### config.mk
export PLATFORM = sky130hd
export DESIGN_NAME = pipe_rr_sched
export DESIGN_NICKNAME = d
export VERILOG_FILES = /design/src/rtl/pipe_rr_sched_pkg.sv /design/src/rtl/pipe_rr_sched_tag_delay.sv /design/src/rtl/pipe_rr_sched.sv
export SDC_FILE = /design/constraint.sdc
export NUM_CORES = 1
export LEC_CHECK = 0
export BUFFER_PORTS_ARGS = -buffer_cell sky130_fd_sc_hd__buf_2
export CAP_MARGIN = 20
export CORE_AREA = 2 2 106 108
export CTS_CLUSTER_DIAMETER = 50
export CTS_CLUSTER_SIZE = 30
export DETAILED_ROUTE_END_ITERATION = 10
export DIE_AREA = 0 0 108 110
export GPL_ROUTABILITY_DRIVEN = 0
export PLACE_DENSITY = 0.71
export SKIP_CTS_REPAIR_TIMING = 1
export SYNTH_ARGS = -nofsm -noshare
export SYNTH_HDL_FRONTEND = slang
export SYNTH_SLANG_ARGS = --single-unit
### constraint.sdc
create_clock -name clk -period 6.4 [get_ports clk]
set_clock_uncertainty 0.15 [all_clocks]
set_input_delay 0.96 -clock clk [delete_from_list [all_inputs] [get_ports clk]]
set_output_delay 0.96 -clock clk [all_outputs]
set_load 0.02 [all_outputs]
### src/rtl/pipe_rr_sched_pkg.sv
// Shared defaults and helpers for the round-robin pipeline scheduler.
package pipe_rr_sched_pkg;

  localparam int unsigned DefNReq    = 4;
  localparam int unsigned DefWidth   = 36;
  localparam int unsigned DefLatency = 3;

  // Bits needed to hold values 0 .. n-1 (at least one bit).
  function automatic int unsigned cnt_width(input int unsigned n);
    int unsigned w;
    w = 1;
    while ((32'd1 << w) < n) w++;
    return w;
  endfunction

endpackage

### src/rtl/pipe_rr_sched_tag_delay.sv
// One-hot owner tag delay line, kept in step with the external datapath.
module tag_delay #(
  parameter int unsigned WIDTH = 4,
  parameter int unsigned DEPTH = 3
) (
  input  logic             clk,
  input  logic             rst,
  input  logic [WIDTH-1:0] din,
  output logic [WIDTH-1:0] dout
);

  logic [WIDTH-1:0] stage_q [DEPTH];

  always_ff @(posedge clk or posedge rst) begin
    if (rst) begin
      for (int i = 0; i < DEPTH; i++) stage_q[i] <= '0;
    end else begin
      stage_q[0] <= din;
      for (int i = 1; i < DEPTH; i++) stage_q[i] <= stage_q[i-1];
    end
  end

  assign dout = stage_q[DEPTH-1];

endmodule

### src/rtl/pipe_rr_sched.sv
// Round-robin scheduler sharing one fixed-latency pipeline among N_REQ requesters.
module pipe_rr_sched
  import pipe_rr_sched_pkg::*;
#(
  parameter int unsigned N_REQ   = DefNReq,
  parameter int unsigned WIDTH   = DefWidth,
  parameter int unsigned LATENCY = DefLatency
) (
  input  logic                                clk,
  input  logic                                rst,
  input  logic                                en,
  input  logic [N_REQ-1:0]                    req,
  input  logic [N_REQ*WIDTH-1:0]              req_data,
  output logic [N_REQ-1:0]                    gnt,
  output logic                                pipe_valid,
  output logic [WIDTH-1:0]                    pipe_din,
  input  logic [WIDTH-1:0]                    pipe_dout,
  output logic [N_REQ-1:0]                    rsp_valid,
  output logic [WIDTH-1:0]                    rsp_data,
  output logic [cnt_width(LATENCY+2)-1:0]     inflight
);

  localparam int unsigned PtrW = $clog2(N_REQ);
  localparam int unsigned CntW = cnt_width(LATENCY + 2);

  typedef logic [PtrW-1:0] ptr_t;

  logic [WIDTH-1:0] req_arr [N_REQ];

  for (genvar g = 0; g < N_REQ; g++) begin : g_unpack
    assign req_arr[g] = req_data[g*WIDTH +: WIDTH];
  end

  ptr_t             ptr_q;
  ptr_t             win;
  ptr_t             cand;
  logic             found;
  logic [N_REQ-1:0] win_oh;
  logic             accept;
  logic             rsp_any;

  logic             pipe_valid_q;
  logic [WIDTH-1:0] pipe_din_q;
  logic [N_REQ-1:0] issue_tag_q;
  logic [CntW-1:0]  inflight_q, inflight_d;

  // Search starts just after the last winner so every requester is reached within N_REQ grants.
  always_comb begin
    found  = 1'b0;
    win    = ptr_q;
    cand   = '0;
    win_oh = '0;
    for (int unsigned i = 1; i <= N_REQ; i++) begin
      cand = ptr_t'((32'(ptr_q) + i) % N_REQ);
      if (!found && req[cand]) begin
        found = 1'b1;
        win   = cand;
      end
    end
    win_oh[win] = found;
  end

  assign accept = found & en & ~rst;
  assign gnt    = accept ? win_oh : '0;

  always_ff @(posedge clk or posedge rst) begin
    if (rst) begin
      ptr_q        <= ptr_t'(N_REQ - 1);
      pipe_valid_q <= 1'b0;
      pipe_din_q   <= '0;
      issue_tag_q  <= '0;
    end else begin
      pipe_valid_q <= accept;
      issue_tag_q  <= gnt;
      if (accept) begin
        ptr_q      <= win;
        pipe_din_q <= req_arr[win];
      end
    end
  end

  tag_delay #(
    .WIDTH(N_REQ),
    .DEPTH(LATENCY)
  ) u_tag_delay (
    .clk (clk),
    .rst (rst),
    .din (issue_tag_q),
    .dout(rsp_valid)
  );

  assign rsp_any = |rsp_valid;

  always_comb begin
    inflight_d = inflight_q;
    case ({accept, rsp_any})
      2'b10:   inflight_d = inflight_q + CntW'(1);
      2'b01:   inflight_d = inflight_q - CntW'(1);
      default: inflight_d = inflight_q;
    endcase
  end

  always_ff @(posedge clk or posedge rst) begin
    if (rst) inflight_q <= '0;
    else     inflight_q <= inflight_d;
  end

  assign pipe_valid = pipe_valid_q;
  assign pipe_din   = pipe_din_q;
  assign rsp_data   = pipe_dout;
  assign inflight   = inflight_q;

endmodule

==> results.toml, run 1 <==
[status]
status = "finished clean"

[drt]
drt.antenna.violating_nets = 0
drt-total-wl_mm = 8.68
avgViaCountPerCell = 4.84
route.detailed.drc = 0
initialDrtViolationCount = 104
via_count = 2876
dr.pass1.iters = 4
wl_per_cell_um = 14.6

[sta]
hold_slack_ps = 199
rsz0062_at_grt = "false"
relSlewSlack = 0.409
hold_viol_final = 0
setup_violations = 0
layout_min_cycle_time_ps = 4170
drv_slew = 0
max_freq_mhz = 240
period_share = 0.652
worstMarginPinSlew_ps = 886
setup_tns_ps = 0

[clock_tree]
cts.clk_slew.worst_paths_ps = 70
clkLatencyLatePin_ps = 330
cts_tree = "built"
cts_htree_levels = 3
clock_sinks = 58
cts_made_buffers = 9
cts_root_buf = "clkbuf_8"
cts.path.max_buffers = 2

[synth]
synth-edff-count = 0
yosysUniqueCellTypes = 30
syn_avg_cell_area_um2 = 11.1
synthArstFlopShare = 1.00
syn-cell-area_mm2 = 0.00328
syn_nets = 485
yosys_most_used_dff = "dfrtp_1"
syn_inst = 296
seq_area_frac_synth = 0.443
ys_warn_count = 0
synth_seq_cells = 58

[die]
start_util = 0.307
ios = 271
rows = 38
die-height_um = 110
core_area_mm2 = 0.0107
dieArea_mm2 = 0.0119
die_x_um = 108

[global_route]
grt_max_degree = 59
grt.total_usage = 0.142
gr-total-overflow = 0
grt_pass1_vias = 2757
antenna_found_initial = 0
grt_pass1_wl_mm = 13.1

[power]
ir_drop_mv = 0.185
power.density_mw_per_mm2 = 413
power.leakage_nw = 2.36

[setup_path]
r2r_cells = 5
path_max_fanout = 39
endpoint_kind = "output pin"
worstSetupPathType = "in2out"
worstPathRequired_ps = 5290
cp-start-kind = "primary input"
arrival_ps = 3060

[final_layout]
nNetsFinal = 638
diodes = 0
fin_cells = 594
drive_gt1_frac = 0.496
area_growth_pct = 29.9

[job]
drv_cap = 0

[place]
dp_cells = 578
port-buffer-count = 198
dp_hpwl_mm = 6.41

[hold_path]
whs_path_depth = 0
min_path_type = "reg2reg"
-- synth_stat cells (3+ instances only) --
master / count / share of area
clkbuf_1: 5 / 0.0057
buf_2: 8 / 0.012
nand2_1: 39 / 0.045
dfrtp_1: 56 / 0.43
buf_4: 42 / 0.096
buf_6: 5 / 0.017
mux2i_1: 73 / 0.22
nor2_1: 3 / 0.0034
o221ai_1: 36 / 0.096
inv_1: 6 / 0.0069
-- power breakdown --
part | internal, mW | switching [mW]
sequential | 0.509 | 0.0823
clock | 0.190 | 0.155
combinational | 0.348 | 0.478
-- final cells by class --
cell class | count | area (um^2)
Fill cell | 1084 | 6430
Timing Repair Buffer | 202 | 1020
Inverter | 6 | 22.5
Clock buffer | 10 | 138
Sequential cell | 58 | 1450
Multi-Input combinational cell | 172 | 1390
Tap cell | 140 | 175
Clock inverter | 6 | 66.3
-- layout by cell type (no fill, tap or decap) --
cell,netlist,routed
inv_2,0,1
bufinv_16,0,1
a21oi_1,1,1
fa_1,1,1
xnor2_1,2,2
buf_4,42,4
or4_1,1,1
nor3b_1,1,1
mux2i_1,73,73
o221ai_1,36,36
nand3_2,0,1
buf_2,8,198
nor2b_1,1,1
nand4_1,1,1
clkinv_2,0,1
nand2_1,39,39
clkbuf_8,0,10
inv_1,6,5
o21ai_0,1,1
nand2b_1,1,1
o22ai_1,1,1
o21ai_1,1,1
a22oi_1,1,1
clkinv_4,0,1
dfstp_2,2,2
xor2_1,1,1
dfrtp_1,56,56
ha_1,1,1
clkinvlp_4,0,3
nor2_1,3,3
o21ai_4,0,1
a221oi_1,1,1
mux2_2,2,2
and3_1,1,1
-- metrics by stage --
stage / setup slack (ps) / util / area (um^2) / total power, mW
finish: 2230 / 0.399 / 4270 / 1.76
detailed placement: 2150 / 0.380 / 4060 / 1.43
CTS: 2150 / 0.399 / 4270 / 1.79
floorplan: 2050 / - / 3280 / 1.22
global placement: 2340 / 0.380 / 4060 / 1.40
global route: 1960 / 0.399 / 4270 / 1.89
-- worst paths after layout --
| check | slack [ps] | endpoint | startpoint |
|---|---|---|---|
| setup / recovery | 2230 | gnt[1] | req[0] |
| hold / removal | 200 | u_tag_delay.dout[1] | u_tag_delay.stage_q[5] |
| setup reg to reg | 3340 | pipe_din[20] | ptr_q[1] |
| hold reg to reg | 200 | u_tag_delay.dout[1] | u_tag_delay.stage_q[5] |
| max in group asynchronous | 4900 | pipe_din[35] | rst |
| min in group asynchronous | 720 | pipe_din[8] | rst |
-- kinds of logic after synthesis --
family                     share of synthesized area
xor gates and xnor gates                     0.00800
adders and majority gates                    0.00991
and+or+nand+nor                               0.0617
muxes                                          0.229
DFF                                            0.443
buffers and inverters                          0.138
AOI/OAI and AO/OA                              0.110
-- flip-flops by register name (all words and copies together), names as in the netlist --
name and count:
u_tag_delay.stage_q 8, ptr_q 2, pipe_valid 1, inflight 3, u_tag_delay.dout 4, pipe_din 36
issue_tag_q 4
-- routing by layer --
layer	vias to the layer above	global-route usage	wire [um]
met3	25	0.0412	744
li1	1339	-	-
met5	-	0	0
met2	169	0.247	4490
met4	0	0.0604	165
met1	1343	0.164	3290
-- critical path, stage by stage --
cell,delay (ps)
buf_2,130
inv_1,70
nand4_1,120
nand3_2,650
inv_1,380
nand2b_1,100
buf_4,270
nor2b_1,200
buf_2,190
Note: power is estimated with default switching activity, not from simulation.
==> run 2: changes to the inputs <==
ABC_AREA = 1   (was not set)
CORE_AREA = 2 2 105 107   (was 2 2 106 108)
DIE_AREA = 0 0 107 109   (was 0 0 108 110)
PLACE_DENSITY = 0.78   (was 0.71)
clock period = 4.2 ns   (was 6.4 ns; I/O delays follow)
==> results.toml, run 2 <==
[clock_tree]
cts.path.max_buffers = 2
cts_tree = "built"
cts_root_buf = "clkbuf_8"
cts.clk_slew.worst_paths_ps = 70
cts_made_buffers = 9
clock_sinks = 58
cts_htree_levels = 3
clkLatencyLatePin_ps = 320

[die]
core_area_mm2 = 0.0106
ios = 271
dieArea_mm2 = 0.0117
start_util = 0.363
die-height_um = 109
die_x_um = 107
rows = 38

[final_layout]
multi_input_area_mm2 = 0.00187
diodes = 0
ff_latch_area_mm2 = 0.00145
fill_cells = 1152
nNetsFinal = 903
stdcell_area_mm2 = 0.00477
area_growth_pct = 23.9
largest_register_ff_count = 36
final_cell_mix = "nand2_1 (320), buf_2 (198), nand3_1 (76), dfrtp_1 (56), nand2_2 (15)"
final_common_cell = "nand2_1"
drive_gt1_frac = 0.344
utilization = 0.450

[global_route]
grt.total_usage = 0.190
gr-total-overflow = 0
grt_max_degree = 38
antenna_found_initial = 0
grt_pass1_wl_mm = 17.8
grt_pass1_vias = 3932

[setup_path]
path_max_fanout = 37
cp_slowest_stage_delay_ps = 680
cp_slowest_cell = "dfstp_2"
cp-start-kind = "flop"
worstPathRequired_ps = 3420
path_cells = "inv_4 -> nand2_1 -> nand2_2 -> nand2_2 -> nand2_2 -> inv_2 -> nand2_2 -> nand2_4 -> nand2_2 -> nor3_1 -> buf_2"
crit_buf_inv = 3
endpoint_kind = "output pin"
arrival_ps = 2990
worstSetupPathType = "reg2out"
cp_top_family = "simple AND/OR/NAND/NOR gates"
cp_common_cell = "nand2_2"

[job]
drv_cap = 0

[drt]
route.detailed.drc = 0
drt-total-wl_mm = 10.8
avgViaCountPerCell = 4.64
initialDrtViolationCount = 194
wl_per_cell_um = 12.6
dr.pass1.iters = 4
via_count = 3987
drt.antenna.violating_nets = 0

[synth]
ys_warn_count = 0
yosys-top-cells-count = "nand2_1 (320), nand3_1 (76), dfrtp_1 (56)"
synth.area.top_cells = "dfrtp_1 (36%), nand2_1 (31%), nand3_1 (9.9%), buf_4 (9.0%), nand2_2 (2.4%)"
yosys_most_used_dff = "dfrtp_1"
synth-edff-count = 0
synth_area_leader_cell = "dfrtp_1"
synth_most_common_cell = "nand2_1"
syn_avg_cell_area_um2 = 6.79
yosysUniqueCellTypes = 28
synthArstFlopShare = 1.00
seq_area_frac_synth = 0.378
synth_seq_cells = 58
syn-cell-area_mm2 = 0.00385
syn_nets = 756
syn_inst = 567
synth_top_cell_area_share = 0.364

[status]
status = "finished clean"

[sta]
max_freq_mhz = 265
drv_slew = 0
setup_violations = 0
layout_min_cycle_time_ps = 3770
rsz0062_at_grt = "false"
fin_ws_ps = 426
setup_tns_ps = 0
relSlewSlack = 0.308
period_share = 0.899
worstMarginPinSlew_ps = 1040
hold_viol_final = 0

[place]
dp_hpwl_mm = 7.92
dpl_cell_area_mm2 = 0.00456
place_ws_ps = 768
port-buffer-count = 198

[power]
power.leakage_nw = 2.87
power_mw = 4.11
power.density_mw_per_mm2 = 863
ir_drop_mv = 0.566

[hold_path]
min_path_type = "reg2reg"
[run 2: cell types whose count changed after synthesis, sizes merged, moves of 2 or more]
cell / previous run / this run
clkbuf: 5 / 3
buf: 55 / 65
nand3: 1 / 77
nor2: 3 / 6
o221ai: 36 / 0
mux2i: 73 / 0
inv: 6 / 8
nand2: 39 / 336
nor3: 0 / 2
[run 2: cells by family after synthesis]
family / after synthesis / share of synthesized area
simple gates: 423 / 0.460
fa+ha+maj: 2 / 0.00845
buf+inv: 76 / 0.137
xor+xnor: 2 / 0.00455
compound gates: 5 / 0.00943
flops: 58 / 0.378
mux: 1 / 0.00293
[run 2: layer usage]
layer / track usage / wire [um] / up-vias / part of all wire
met1: 0.219 / 4450 / 1791 / 0.41
met5: 0 / 0 / - / 0
met4: 0.0677 / 212 / 0 / 0.020
met3: 0.0568 / 782 / 30 / 0.072
li1: - / - / 2022 / -
met2: 0.337 / 5360 / 144 / 0.50
[run 2: through the flow]
stage	hold slack, ps	instances
finish	198	859
global route	209	859
CTS	193	859
detailed placement	185	843
global placement	183	843
floorplan	181	567
[run 2: final timing paths]
kind	startpoint	endpoint	slack (ps)	depth (start not counted)
worst min-delay path	u_tag_delay.stage_q[11]	u_tag_delay.stage_q[7]	200	0
worst max-delay path	ptr_q[0]	gnt[0]	430	11
max in group asynchronous	rst	pipe_din[11]	2780	3
worst min register to register	u_tag_delay.stage_q[11]	u_tag_delay.stage_q[7]	200	0
worst max register to register	ptr_q[0]	pipe_din[35]	1020	13
min in group asynchronous	rst	pipe_din[7]	330	2
[run 2: report_power, final]
| group | switching, mW | leakage, nW | total [mW] | internal (mW) |
|---|---|---|---|---|
| sequential | 0.130 | 0.745 | 0.933 | 0.803 |
| combinational | 1.81 | 2.02 | 2.65 | 0.842 |
| clock | 0.236 | 0.103 | 0.528 | 0.291 |
[run 2: cell type report]
cell class | instances | area share
inverters | 8 | 0.00682
multi-input cells | 433 | 0.392
flip-flops and latches | 58 | 0.305
clock buffers | 10 | 0.0289
well taps | 140 | 0.0367
clock inverters | 6 | 0.0136
repair buffers | 204 | 0.217
==> run 3: changes to the inputs <==
ABC_AREA = not set   (was 1)
CORE_AREA = 2 2 106 108   (was 2 2 105 107)
DIE_AREA = 0 0 108 110   (was 0 0 107 109)
PLACE_DENSITY = 0.75   (was 0.78)
SLEW_MARGIN = 20   (was not set)
SYNTH_HIERARCHICAL = 1   (was not set)
==> results.toml, run 3 <==
[die]
die-height_um = 110
die_x_um = 108
core_area_mm2 = 0.0107
dieArea_mm2 = 0.0119
start_util = 0.340
ios = 271
rows = 38

[clock_tree]
cts.path.max_buffers = 2
clock_sinks = 58
cts_root_buf = "clkbuf_8"
cts.clk_slew.worst_paths_ps = 80
cts_tree = "built"
cts_htree_levels = 3
cts_made_buffers = 9
clkLatencyLatePin_ps = 330

[setup_path]
cp_slowest_cell = "or4_1"
cp-start-kind = "primary input"
cp_common_cell = "buf_2"
arrival_ps = 2000
path_max_fanout = 15
path_cells = "buf_2 -> or4_1 -> nand3_2 -> nor2_1 -> and2_1 -> buf_2"
worstSetupPathType = "in2out"
worstPathRequired_ps = 3420
cp_slowest_stage_delay_ps = 540
endpoint_kind = "output pin"
crit_start = "req[1]"
r2r_start = "ptr_q[1]"
cp_top_family = "simple AND/OR/NAND/NOR gates"
crit_buf_inv = 2

[power]
power.leakage_nw = 2.41
swShare = 0.374
clockPowerShare = 0.262
power_switching_mw = 0.929
power.density_mw_per_mm2 = 546
power_mw = 2.48
ir_drop_mv = 0.244
p_seq_frac = 0.327
intPower_mw = 1.56
combinationalPowerShare = 0.411

[synth]
seq_area_frac_synth = 0.399
syn_nets = 490
syn_inst = 301
synth_seq_cells = 58
syn-cell-area_mm2 = 0.00364
synth_area_leader_cell = "dfrtp_1"
yosys-top-cells-count = "mux2i_1 (72), dfrtp_1 (56), buf_4 (41)"
synthArstFlopShare = 1.00
ys_warn_count = 6
synth.area.top_cells = "dfrtp_1 (39%), mux2i_1 (20%), o221ai_2 (12%), buf_4 (8.5%), nand2_1 (4.1%)"
synth-edff-count = 0
synth_top_cell_area_share = 0.385
syn_avg_cell_area_um2 = 12.1
yosys_most_used_dff = "dfrtp_1"
synth_most_common_cell = "mux2i_1"
yosysUniqueCellTypes = 40

[sta]
setup_tns_ps = 0
period_share = 0.663
setup_violations = 0
drv_slew = 0
rsz0062_at_grt = "false"
hold_viol_final = 0
max_freq_mhz = 359
layout_min_cycle_time_ps = 2780
worstMarginPinSlew_ps = 811
relSlewSlack = 0.459

[final_layout]
largest_register_ff_count = 36
utilization = 0.425
stdcell_area_mm2 = 0.00455
area_growth_pct = 24.9
nNetsFinal = 644
drive_gt1_frac = 0.572
diodes = 0
final_common_cell = "buf_2"
final_cell_mix = "buf_2 (198), mux2i_1 (72), dfrtp_1 (56), nand2_1 (40), o221ai_2 (29)"

[drt]
via_count = 2852
drt.antenna.violating_nets = 0
initialDrtViolationCount = 105
wl_per_cell_um = 14.7
route.detailed.drc = 0
drt-total-wl_mm = 8.81
avgViaCountPerCell = 4.75
dr.pass1.iters = 4

[place]
dpl_cell_area_mm2 = 0.00430
dp_hpwl_mm = 6.71
port-buffer-count = 198

[global_route]
antenna_found_initial = 0
grt_pass1_wl_mm = 13.2
grt_max_degree = 52
gr-total-overflow = 0
grt_pass1_vias = 2790
grt.total_usage = 0.145

[status]
status = "finished clean"

[job]
drv_cap = 0

[hold_path]
min_path_type = "in2async"
## run 3: changes by cell type after synthesis, moves of 2 or more
cell	change
bufbuf_8	+2
nand2_2	-15
nand2_1	-280
o221ai_2	+29
buf_4	-5
o221ai_1	+6
mux2i_1	+72
nand2b_1	+2
inv_1	-3
buf_2	-7
buf_12	+5
nand3_1	-76
## run 3: layout make-up
type	instances	area, um^2
Sequential cell	58	1450
Clock buffer	9	124
Fill cell	1028	6150
Clock inverter	7	125
Timing Repair Buffer	204	1040
Tap cell	140	175
Inverter	3	11.3
Multi-Input combinational cell	179	1620
## run 3: worst register-to-register path, stage by stage, from the launching register on
cell,delay (ps)
dfstp_2,610
mux2i_1,250
nor2_2,90
nor3_4,250
buf_4,670
mux2i_1,390
o221ai_2,130
## run 3: power groups by stage
stage               combinational [mW]  sequential [mW]  clock (mW)
global placement                  1.00            0.819           0
global route                      1.11            0.830       0.700
CTS                               1.04            0.815       0.674
detailed placement                1.04            0.821           0
floorplan                        0.703            0.978           0
finish                            1.02            0.813       0.650
## run 3: routing by layer
layer  vias up  track usage  wire [um]
met1      1330        0.155       3220
met3        22       0.0341        705
met4         0       0.0577        174
li1       1356            -          -
met5         -            0          0
met2       144        0.274       4710
## run 3: logic make-up (layout without fill, tap and decap cells)
group	count (synthesis)	in the layout	share of synthesized area
XOR/XNOR	3	3	0.00722
adder cells (fa/ha/maj)	2	2	0.00894
AO/OA/AOI/OAI	42	42	0.148
buffers and inverters	64	223	0.155
multiplexers	73	73	0.201
AND/OR/NAND/NOR	59	59	0.0801
flip-flops	58	58	0.399
## run 3: final timing paths
check                                            to  slack, ps  depth (start not counted)
worst max register to register         pipe_din[14]       1530                          6
worst min-delay path            u_tag_delay/dout[3]        150                          2
min in group clk                u_tag_delay/dout[3]        190                          0
worst max-delay path                         gnt[0]       1420                          6
max in group asynchronous              pipe_din[23]       3140                          3
worst min register to register  u_tag_delay/dout[3]        190                          0
## run 3: through the flow
step                cells  hold slack (ps)  setup WS (ps)
floorplan             301              181            717
global placement      584              184           1410
detailed placement    584              185           1340
CTS                   600              136           1410
global route          600              165           1320
finish                600              146           1420
